===== config.mk =====
export PLATFORM = sky130hd
export DESIGN_NAME = cpu_run_ctrl_flat
export DESIGN_NICKNAME = d
export VERILOG_FILES = /design/src/rtl/cpu_run_ctrl_if.sv /design/src/rtl/cpu_run_ctrl.sv /design/src/flat_wrapper.sv
export SDC_FILE = /design/constraint.sdc
export NUM_CORES = 1
export LEC_CHECK = 0
export CAP_MARGIN = 5
export CORE_ASPECT_RATIO = 2
export CORE_MARGIN = 3
export CORE_UTILIZATION = 38
export DETAILED_ROUTE_END_ITERATION = 12
export PLACE_DENSITY = 0.71
export SLEW_MARGIN = 20
export SYNTH_ARGS = -nofsm -noshare
export SYNTH_HDL_FRONTEND = slang
export SYNTH_SLANG_ARGS = --single-unit
export TNS_END_PERCENT = 10

===== constraint.sdc =====
create_clock -name clk -period 5.4 [get_ports clk]
set_clock_uncertainty 0.15 [all_clocks]
set_input_delay 1.62 -clock clk [delete_from_list [all_inputs] [get_ports clk]]
set_output_delay 1.62 -clock clk [all_outputs]
set_load 0.02 [all_outputs]

===== src/rtl/cpu_run_ctrl_if.sv =====
// Command channel between the host/board debug port and the run controller.
// The host is the master; it issues one command per fire.
interface cpu_run_ctrl_if;
  logic       cmd_valid;
  logic       cmd_ready;
  logic [1:0] cmd_op;
  logic [7:0] step_n;

  modport master (output cmd_valid, output cmd_op, output step_n, input cmd_ready);
  modport slave  (input cmd_valid, input cmd_op, input step_n, output cmd_ready);
endinterface


===== src/rtl/cpu_run_ctrl.sv =====
// Run/debug sequencer for the single-cycle core: gates the CPU clock enable
// for free run / N-step execution and halts on end PC, breakpoint or count limit.
module cpu_run_ctrl #(
  parameter int          CNT_W   = 32,
  parameter logic [31:0] HALT_PC = 32'hF000_0000
) (
  input  logic              clk,
  input  logic              rst,
  cpu_run_ctrl_if.slave     cmd,
  input  logic              bp_en,
  input  logic [31:0]       bp_pc,
  input  logic [CNT_W-1:0]  limit,
  input  logic [31:0]       pc,
  output logic              cpu_en,
  output logic              cpu_rst,
  output logic              halted,
  output logic [2:0]        halt_cause,
  output logic [CNT_W-1:0]  retired_cnt
);

  localparam logic [1:0] S_IDLE   = 2'd0;
  localparam logic [1:0] S_RUN    = 2'd1;
  localparam logic [1:0] S_STEP   = 2'd2;
  localparam logic [1:0] S_HALTED = 2'd3;

  localparam logic [1:0] OP_RUN   = 2'b00;
  localparam logic [1:0] OP_STEP  = 2'b01;
  localparam logic [1:0] OP_HALT  = 2'b10;
  localparam logic [1:0] OP_CLEAR = 2'b11;

  localparam logic [2:0] CAUSE_NONE  = 3'd0;
  localparam logic [2:0] CAUSE_USER  = 3'd1;
  localparam logic [2:0] CAUSE_BP    = 3'd2;
  localparam logic [2:0] CAUSE_END   = 3'd3;
  localparam logic [2:0] CAUSE_LIMIT = 3'd4;
  localparam logic [2:0] CAUSE_STEP  = 3'd5;

  logic [1:0]       state_q, state_d;
  logic [2:0]       cause_q, cause_d;
  logic [CNT_W-1:0] cnt_q, cnt_d;
  logic [7:0]       rem_q, rem_d;
  logic             skip_q, skip_d;
  logic             crst_q, crst_d;

  logic       active;
  logic [2:0] stop_cause;
  logic       stop_now;
  logic       ready;
  logic       fire;
  logic       en;

  always_comb begin
    active     = (state_q == S_RUN) || (state_q == S_STEP);
    stop_cause = CAUSE_NONE;
    if (active) begin
      if (pc == HALT_PC)
        stop_cause = CAUSE_END;
      else if (bp_en && (pc == bp_pc) && !skip_q)
        stop_cause = CAUSE_BP;
      else if ((limit != '0) && (cnt_q >= limit))
        stop_cause = CAUSE_LIMIT;
    end
    stop_now = (stop_cause != CAUSE_NONE);

    // While executing only HALT/CLEAR are accepted; after END, only CLEAR/HALT restart nothing.
    if (active)
      ready = (cmd.cmd_op == OP_HALT) || (cmd.cmd_op == OP_CLEAR);
    else
      ready = !((cause_q == CAUSE_END) && !cmd.cmd_op[1]);
    fire = cmd.cmd_valid && ready;
    en   = !rst && active && !stop_now && !(fire && cmd.cmd_op[1]);
  end

  always_comb begin
    state_d = state_q;
    cause_d = cause_q;
    cnt_d   = cnt_q;
    rem_d   = rem_q;
    skip_d  = skip_q;
    crst_d  = 1'b0;
    if (fire && (cmd.cmd_op == OP_CLEAR)) begin
      state_d = S_IDLE;
      cause_d = CAUSE_NONE;
      cnt_d   = '0;
      rem_d   = '0;
      skip_d  = 1'b0;
      crst_d  = 1'b1;
    end else begin
      if (en) begin
        if (~&cnt_q) cnt_d = cnt_q + CNT_W'(1);
        skip_d = 1'b0;
        if (state_q == S_STEP) rem_d = rem_q - 8'd1;
      end
      if (active) begin
        if (fire && (cmd.cmd_op == OP_HALT)) begin
          state_d = S_HALTED;
          cause_d = CAUSE_USER;
        end else if (stop_now) begin
          state_d = S_HALTED;
          cause_d = stop_cause;
        end else if ((state_q == S_STEP) && en && (rem_q == 8'd1)) begin
          state_d = S_HALTED;
          cause_d = CAUSE_STEP;
        end
      end else if (fire) begin
        // Resuming from a breakpoint must let that instruction execute once.
        if ((state_q == S_HALTED) && (cause_q == CAUSE_BP)) skip_d = 1'b1;
        case (cmd.cmd_op)
          OP_RUN: begin
            state_d = S_RUN;
            cause_d = CAUSE_NONE;
          end
          OP_STEP: begin
            state_d = S_STEP;
            cause_d = CAUSE_NONE;
            rem_d   = (cmd.step_n == 8'd0) ? 8'd1 : cmd.step_n;
          end
          default: ;
        endcase
      end
    end
  end

  always_ff @(posedge clk) begin
    if (rst) begin
      state_q <= S_IDLE;
      cause_q <= CAUSE_NONE;
      cnt_q   <= '0;
      rem_q   <= '0;
      skip_q  <= 1'b0;
      crst_q  <= 1'b1;
    end else begin
      state_q <= state_d;
      cause_q <= cause_d;
      cnt_q   <= cnt_d;
      rem_q   <= rem_d;
      skip_q  <= skip_d;
      crst_q  <= crst_d;
    end
  end

  assign cmd.cmd_ready = ready;
  assign cpu_en        = en;
  assign cpu_rst       = crst_q;
  assign halted        = (state_q == S_HALTED);
  assign halt_cause    = cause_q;
  assign retired_cnt   = cnt_q;

endmodule


===== src/flat_wrapper.sv =====
// flat-port wrapper written by rule: the top's interface ports become plain ports
module cpu_run_ctrl_flat 
#(
  parameter int          CNT_W   = 32,
  parameter logic [31:0] HALT_PC = 32'hF000_0000
)
  (clk, rst, bp_en, bp_pc, limit, pc, cpu_en, cpu_rst, halted, halt_cause, retired_cnt, cmd_cmd_valid, cmd_cmd_op, cmd_step_n, cmd_cmd_ready);
  cpu_run_ctrl_if cmd_i ();
  input  logic clk;
  input  logic rst;
  input  logic bp_en;
  input  logic [31:0] bp_pc;
  input  logic [CNT_W-1:0] limit;
  input  logic [31:0] pc;
  output logic cpu_en;
  output logic cpu_rst;
  output logic halted;
  output logic [2:0] halt_cause;
  output logic [CNT_W-1:0] retired_cnt;
  input wire logic [$bits(cmd_i.cmd_valid)-1:0] cmd_cmd_valid;
  input wire logic [$bits(cmd_i.cmd_op)-1:0] cmd_cmd_op;
  input wire logic [$bits(cmd_i.step_n)-1:0] cmd_step_n;
  output wire logic [$bits(cmd_i.cmd_ready)-1:0] cmd_cmd_ready;
  assign cmd_i.cmd_valid = cmd_cmd_valid;
  assign cmd_i.cmd_op = cmd_cmd_op;
  assign cmd_i.step_n = cmd_step_n;
  assign cmd_cmd_ready = cmd_i.cmd_ready;
  cpu_run_ctrl #(.CNT_W(CNT_W), .HALT_PC(HALT_PC)) u_core (.clk(clk), .rst(rst), .cmd(cmd_i), .bp_en(bp_en), .bp_pc(bp_pc), .limit(limit), .pc(pc), .cpu_en(cpu_en), .cpu_rst(cpu_rst), .halted(halted), .halt_cause(halt_cause), .retired_cnt(retired_cnt));
endmodule

==> results of run 1 <==
## cell type report
class                   instances  area (sq um)
fillers                       890          3815
flip-flops and latches         47         940.9
multi-input cells             381          2860
clock buffers                   6         128.9
clock inverters                 2         60.06
repair buffers                172          1692
well taps                     132         165.2
inverters                      44         165.2
## registers in the layout (all words and copies together) (netlist names)
signal,count
u_core.rem_q,8
u_core.halt_cause,3
u_core.skip_q,1
u_core.cpu_rst,1
u_core.retired_cnt,32
u_core.state_q,2
## timing repair
item	4_1_cts	5_1_grt
resized for setup	22	30
hold buffers	0	0
pin swaps	8	14
setup endpoints to repair	1	1
## power by group through the flow
stage	logic [uW]	clock network (uW)	registers (uW)
final	693	400	397
after detailed placement	664	0	404
after floorplan	428	0	410
after global routing	753	414	400
after global placement	647	0	403
after CTS	684	403	397
## stage by stage
stage | util, % | std cells
6_report | 61.18 | 784
5_1_grt | 61.18 | 784
4_1_cts | 59.77 | 784
3_5_place_dp | 57.03 | 776
3_3_place_gp | 57.03 | 776
2_1_floorplan | - | 493
## metal layers
metal | GRT usage, % | up-vias
met5 | 0 | -
met4 | 8.734 | 0
met3 | 2.970 | 24
met2 | 41.42 | 125
met1 | 23.94 | 2086
li1 | - | 2190
## final timing paths
check / end / from / slack (ns)
max reg2reg: u_core.retired_cnt[10] / u_core.retired_cnt[0] / 2.27
max: cpu_en / limit[30] / 0.05
min: u_core.skip_q / u_core.skip_q / 0.34
min reg2reg: u_core.skip_q / u_core.skip_q / 0.34
## cells by family (layout without fill, tap and decap cells)
group / Yosys count / after routing / share of synthesized area (%)
adder cells (fa/ha/maj): 37 / 37 / 11.96
AO/OA/AOI/OAI: 112 / 112 / 18.95
AND/OR/NAND/NOR: 193 / 193 / 28.68
XOR/XNOR: 32 / 32 / 7.242
multiplexers: 7 / 7 / 1.811
flip-flops: 47 / 47 / 24.31
buffers and inverters: 65 / 224 / 7.048
## critical path, cell delays in order
cell             delay [ns]
clkdlybuf4s50_1        0.48
inv_1                  0.07
ha_4                   0.26
a21oi_2                0.15
nand2_1                0.11
a221oi_2               0.28
o22ai_2                0.16
nor3_2                 0.15
nand2_1                0.09
inv_1                  0.08
buf_6                  0.12
## cell usage in the layout, fill, tap and decap left out, types with 10 or more instances in the layout
cell	synthesis	routed
a21oi_1	35	30
and3_1	10	10
buf_4	0	24
clkdlybuf4s50_1	0	134
dfxtp_1	47	47
dlymetal6s2s_1	0	12
ha_1	37	30
inv_1	44	43
nand2_1	36	36
nand3_1	21	21
nand4_1	27	27
nor2_1	19	18
nor3_1	17	15
nor4_1	14	13
o21ai_0	16	11
o31ai_1	22	22
or4_1	22	22
xnor2_1	28	28
==> impl_metrics.yaml, run 1 <==
outcome:
  outcome: "finished, final reports clean"
synthesis:
  ys_top_cells_by_area: "dfxtp_1, ha_1, xnor2_1, a21oi_1, nand4_1"
  yosysUniqueCellTypes: 51
  ys_async_sr_fraction_pct: 0
  ys_warn_count: 0
  syn_avg_cell_area_sq_um: 7.850
  syn-num-nets: 640
  yosys.cell_count.top_type: "dfxtp_1"
  yosysSeqAreaShare_pct: 24.31
  synth-seq-cells: 47
  synth_top_cell_by_area: "dfxtp_1"
  synth_edf_count: 0
  synth_common_cells: "dfxtp_1, inv_1, ha_1"
  yosys_most_used_dff: "dfxtp_1"
  yosysTopAreaCellShare_pct: 24.31
  netlist_instances: 493
  synth_area_sq_um: 3870
floorplanning:
  ios: 149
  dieHeight_um: 148.7
  start_util_pct: 39.38
  dieArea_sq_um: 11500
  die_w_um: 77.36
  core_sq_um: 9827
  rows: 51
final_layout:
  antennaDiodeCount: 0
  fin_area_sq_um: 6012
  drive_above_1_share_pct: 10.74
  nets: 798
  synthToLayoutAreaGrowth_pct: 55.35
grt:
  overflow: 0
  grt_max_degree: 46
  grt_usage_pct: 21.85
  grt_antenna_before_repair: 0
  grt_pass1_vias: 4416
  grt_first_pass_wirelength_mm: 20.78
timing:
  tightestPinTransition_ns: 0.9700
  fin_tns_setup_ns: 0
  relSlewSlack_pct: 35.26
  min_period_ns: 5.347
  max_freq_mhz: 187.0
  finalSetupViolCount: 0
  final_hold_viol_count: 0
  finalCritPeriodShare_pct: 99.02
  hold_ws_ns: 0.3373
  report.final.slew_viol_count: 0
  grt_setup_unrepaired: "false"
  setup_ws_ns: 0.05296
place:
  port_buffers: 148
  dpl.hpwl_mm: 10.23
  preCtsSetupSlack_ns: -0.6269
  place_area_sq_um: 5604
  place.gp.congestion: 0.8816
routing:
  met1_length_mm: 4.858
  first_pass_iters: 4
  viasPerCell: 5.644
  wl_met3_um: 625
  route.detailed.drc: 0
  met2RoutedLength_mm: 7.132
  dr_total_vias: 4425
  drt_wl_total_mm: 12.96
  wl_per_cell_um: 16.53
  ant_nets: 0
  dr.max_layer_used: "met4"
  drt_iter0_drc: 224
cts:
  clock_latency_ns: 0.29
  clock-sinks: 47
  cts_buffers: 5
  htreeDepth: 2
  cts_tree: "yes"
  postCtsSetupBuffers: 0
  root_buffer: "clkbuf_16"
  path_clk_slew_ns: 0.06
  clockBufferDepth: 2
pwr:
  switching_share_pct: 39.20
  power.share.clock_pct: 26.8
  ir_worst_vdd_uv: 368.2
  fin_total_pwr_uw: 1490
  power_density_nw_per_um2: 247.9
  leakage_uw: 0.002353
  power_frac_comb_pct: 46.5
  p_int_uw: 906.0
  p_switching_uw: 584.2
  share_seq_of_total_power_pct: 26.6
setup_path:
  worstPathRequired_ns: 3.63
  reg2regPathDepth: 10
  cp_data_arrival_time_ns: 3.58
  criticalPathCategory: "primary input to primary output"
  critical_path.max_fanout: 4
  start_kind: "primary input"
  endpoint_kind: "primary output"
hold_path:
  hp-class: "register to register"
  holdPathStages: 2
run:
  cap_violations: 0
(Power assumes the default switching activity.)
==> inputs of run 2 (changes only) <==
Settings changed: CELL_PAD_IN_SITES_DETAIL_PLACEMENT from default to 1, CELL_PAD_IN_SITES_GLOBAL_PLACEMENT from default to 1, CORE_UTILIZATION 38 to 32, PLACE_DENSITY 0.71 to default, PLACE_DENSITY_LB_ADDON from default to 0.1.
==> run 2 against run 1 <==
Hold slack got worse by 0.0019 ns. Core utilization decreased by 8.5 points. First-iteration DRC count decreased by 29%. Final area increased by 3.1%. Worst setup slack improved by 0.028 ns. Sequential power about the same. Wire length increased by 20%. Register-to-register slack about the same. Critical path depth unchanged. Die area increased by 18%. Sequential cell count unchanged. Critical endpoint unchanged. Highest routed layer unchanged.
==> impl_metrics.yaml, run 2 (synthesized netlist as in run 1, its figures left out) <==
outcome:
  outcome: "finished, final reports clean"
place:
  place.gp.congestion: 0.8424
  preCtsSetupSlack_ns: -0.7033
  port_buffers: 148
  dpl.hpwl_mm: 12.15
cts:
  clock_latency_ns: 0.30
  cts_tree: "yes"
  cts_hold_repair.buffers: 0
  path_clk_slew_ns: 0.06
  root_buffer: "clkbuf_16"
  htreeDepth: 2
  cts_buffers: 5
  clockBufferDepth: 2
  clock-sinks: 47
grt:
  grt.met2_usage_pct: 44.42
  grt_usage_pct: 22.52
  grt_antenna_before_repair: 0
  grt_max_degree: 41
  grt.busiest_layer: "met2"
  grt_first_pass_wirelength_mm: 24.98
  overflow: 0
  grt_pass1_vias: 4945
  use_met1_pct: 23.44
  gr-usage-met3_pct: 3.420
routing:
  first_pass_iters: 4
  wl_per_cell_um: 19.28
  ant_nets: 0
  dr_total_vias: 4591
  drt_iter0_drc: 159
  route.detailed.drc: 0
  viasPerCell: 5.689
  drt_wl_total_mm: 15.56
timing:
  report.final.slew_viol_count: 0
  final_hold_viol_count: 0
  setup_ws_ns: 0.08132
  finalSetupViolCount: 0
  finalCritPeriodShare_pct: 98.49
  relSlewSlack_pct: 43.20
  max_freq_mhz: 188.0
  min_period_ns: 5.319
  tightestPinTransition_ns: 0.8488
pwr:
  switching_share_pct: 43.41
  power.share.clock_pct: 22.0
  leakage_uw: 0.002445
  ir_worst_vdd_uv: 223.3
  p_switching_uw: 625.0
  fin_total_pwr_uw: 1440
  power_frac_comb_pct: 50.3
  share_seq_of_total_power_pct: 27.7
  p_int_uw: 814.8
  power_density_nw_per_um2: 232.3
hold_path:
  hp-class: "register to register"
final_layout:
  ff_latch_area_sq_um: 940.9
  nFillCells: 1408
  mostFrequentLayoutCells: "clkdlybuf4s50_1, dfxtp_1, inv_1, buf_4, nand2_1"
  synthToLayoutAreaGrowth_pct: 60.17
  largest_reg_flops: 32
  fin_util_pct: 52.66
  final_common_cell: "clkdlybuf4s50_1"
  antennaDiodeCount: 0
  drive_above_1_share_pct: 15.26
  multi_input_area_sq_um: 3005
  nets: 808
floorplanning:
  ios: 149
  die_w_um: 83.76
  dieArea_sq_um: 13530
  dieHeight_um: 161.5
  start_util_pct: 32.88
  core_sq_um: 11770
  rows: 56
setup_path:
  worstPathRequired_ns: 3.63
  cp_top_family: "buffers and inverters"
  cp_data_arrival_time_ns: 3.55
  critPathBufInv: 4
  start_kind: "primary input"
  crit_path_top_delay_cell: "clkdlybuf4s50_1"
  endpoint_kind: "primary output"
  crit_path_cell_trace: "clkdlybuf4s50_1, inv_1, ha_1, a21oi_1, o21ai_1, a21oi_2, a32oi_2, nor3_2, nand2_1, inv_2, buf_6"
  reg2reg_slack_ns: 2.26
  critical_path.max_fanout: 2
  critPathMaxStageDelay_ns: 0.50
  criticalPathCategory: "primary input to primary output"
run:
  cap_violations: 0
## run 2: cell count changes in the layout (fill, tap and decap cells not counted), sizes merged
cell           previous run  this run
clkdlybuf4s50           134       117
dlygate4sd2               1        14
buf                      25        35
dlymetal6s2s             12        16
bufinv                    2         0
clkinvlp                  0         2
clkbuf                    6         5
clkinv                    0         1
## run 2: path summary, 6_finish.rpt
path / startpoint / to / cells past startpoint
max: limit[13] / cpu_en / 11
min: u_core.skip_q / u_core.skip_q / 2
max reg2reg: u_core.retired_cnt[0] / u_core.retired_cnt[17] / 10
min reg2reg: u_core.skip_q / u_core.skip_q / 2
## run 2: through the flow
stage	cell area, sq um	setup TNS, ns	instances	hold slack, ns
finish	6198	0	807	0.3355
detailed placement	5688	-0.7033	798	0.3317
floorplan	3870	0	493	0.3046
global placement	5688	-0.6960	798	0.3211
CTS	6028	0	806	0.3414
global route	6198	-0.03012	807	0.3915
## run 2: tightest hold or removal path: cells and delay by family, from the launching register on
kind            cells  cell delay, ns
compound gates      2            0.13
flops               1            0.31
## run 2: cell type report
class,count,area share [%]
well taps,145,2.927
clock buffers,5,2.019
flip-flops and latches,47,15.18
multi-input cells,381,48.49
repair buffers,182,28.40
inverters,44,2.665
clock inverters,3,0.3230
## run 2: power by group through the flow
stage          Sequential (uW)  Combinational [uW]  Clock, uW
5_1_grt                    402                 789        336
6_report                   399                 724        317
2_1_floorplan              410                 428          0
4_1_cts                    398                 722        325
3_3_place_gp               404                 664          0
3_5_place_dp               406                 684          0
## run 2: metal layers
| metal | share of wire, % | wire (um) |
|---|---|---|
| met3 | 3.8 | 590 |
| met2 | 56 | 8700 |
| met5 | 0 | 0 |
| met1 | 38 | 5917 |
| met4 | 2.2 | 348 |
## run 2: timing repair
action,CTS,global route
buffers inserted,1,1
setup endpoints to repair,1,1
gates resized for setup,57,39
pin swaps,20,21
==> inputs of run 3 (changes only) <==
Settings changed: ABC_CLOCK_PERIOD_IN_PS from default to 5400, CAP_MARGIN 5 to 20, SLEW_MARGIN 20 to 10.
==> results of run 3 <==
No change in the layout: final DEF, timing and power equal those of run 2.
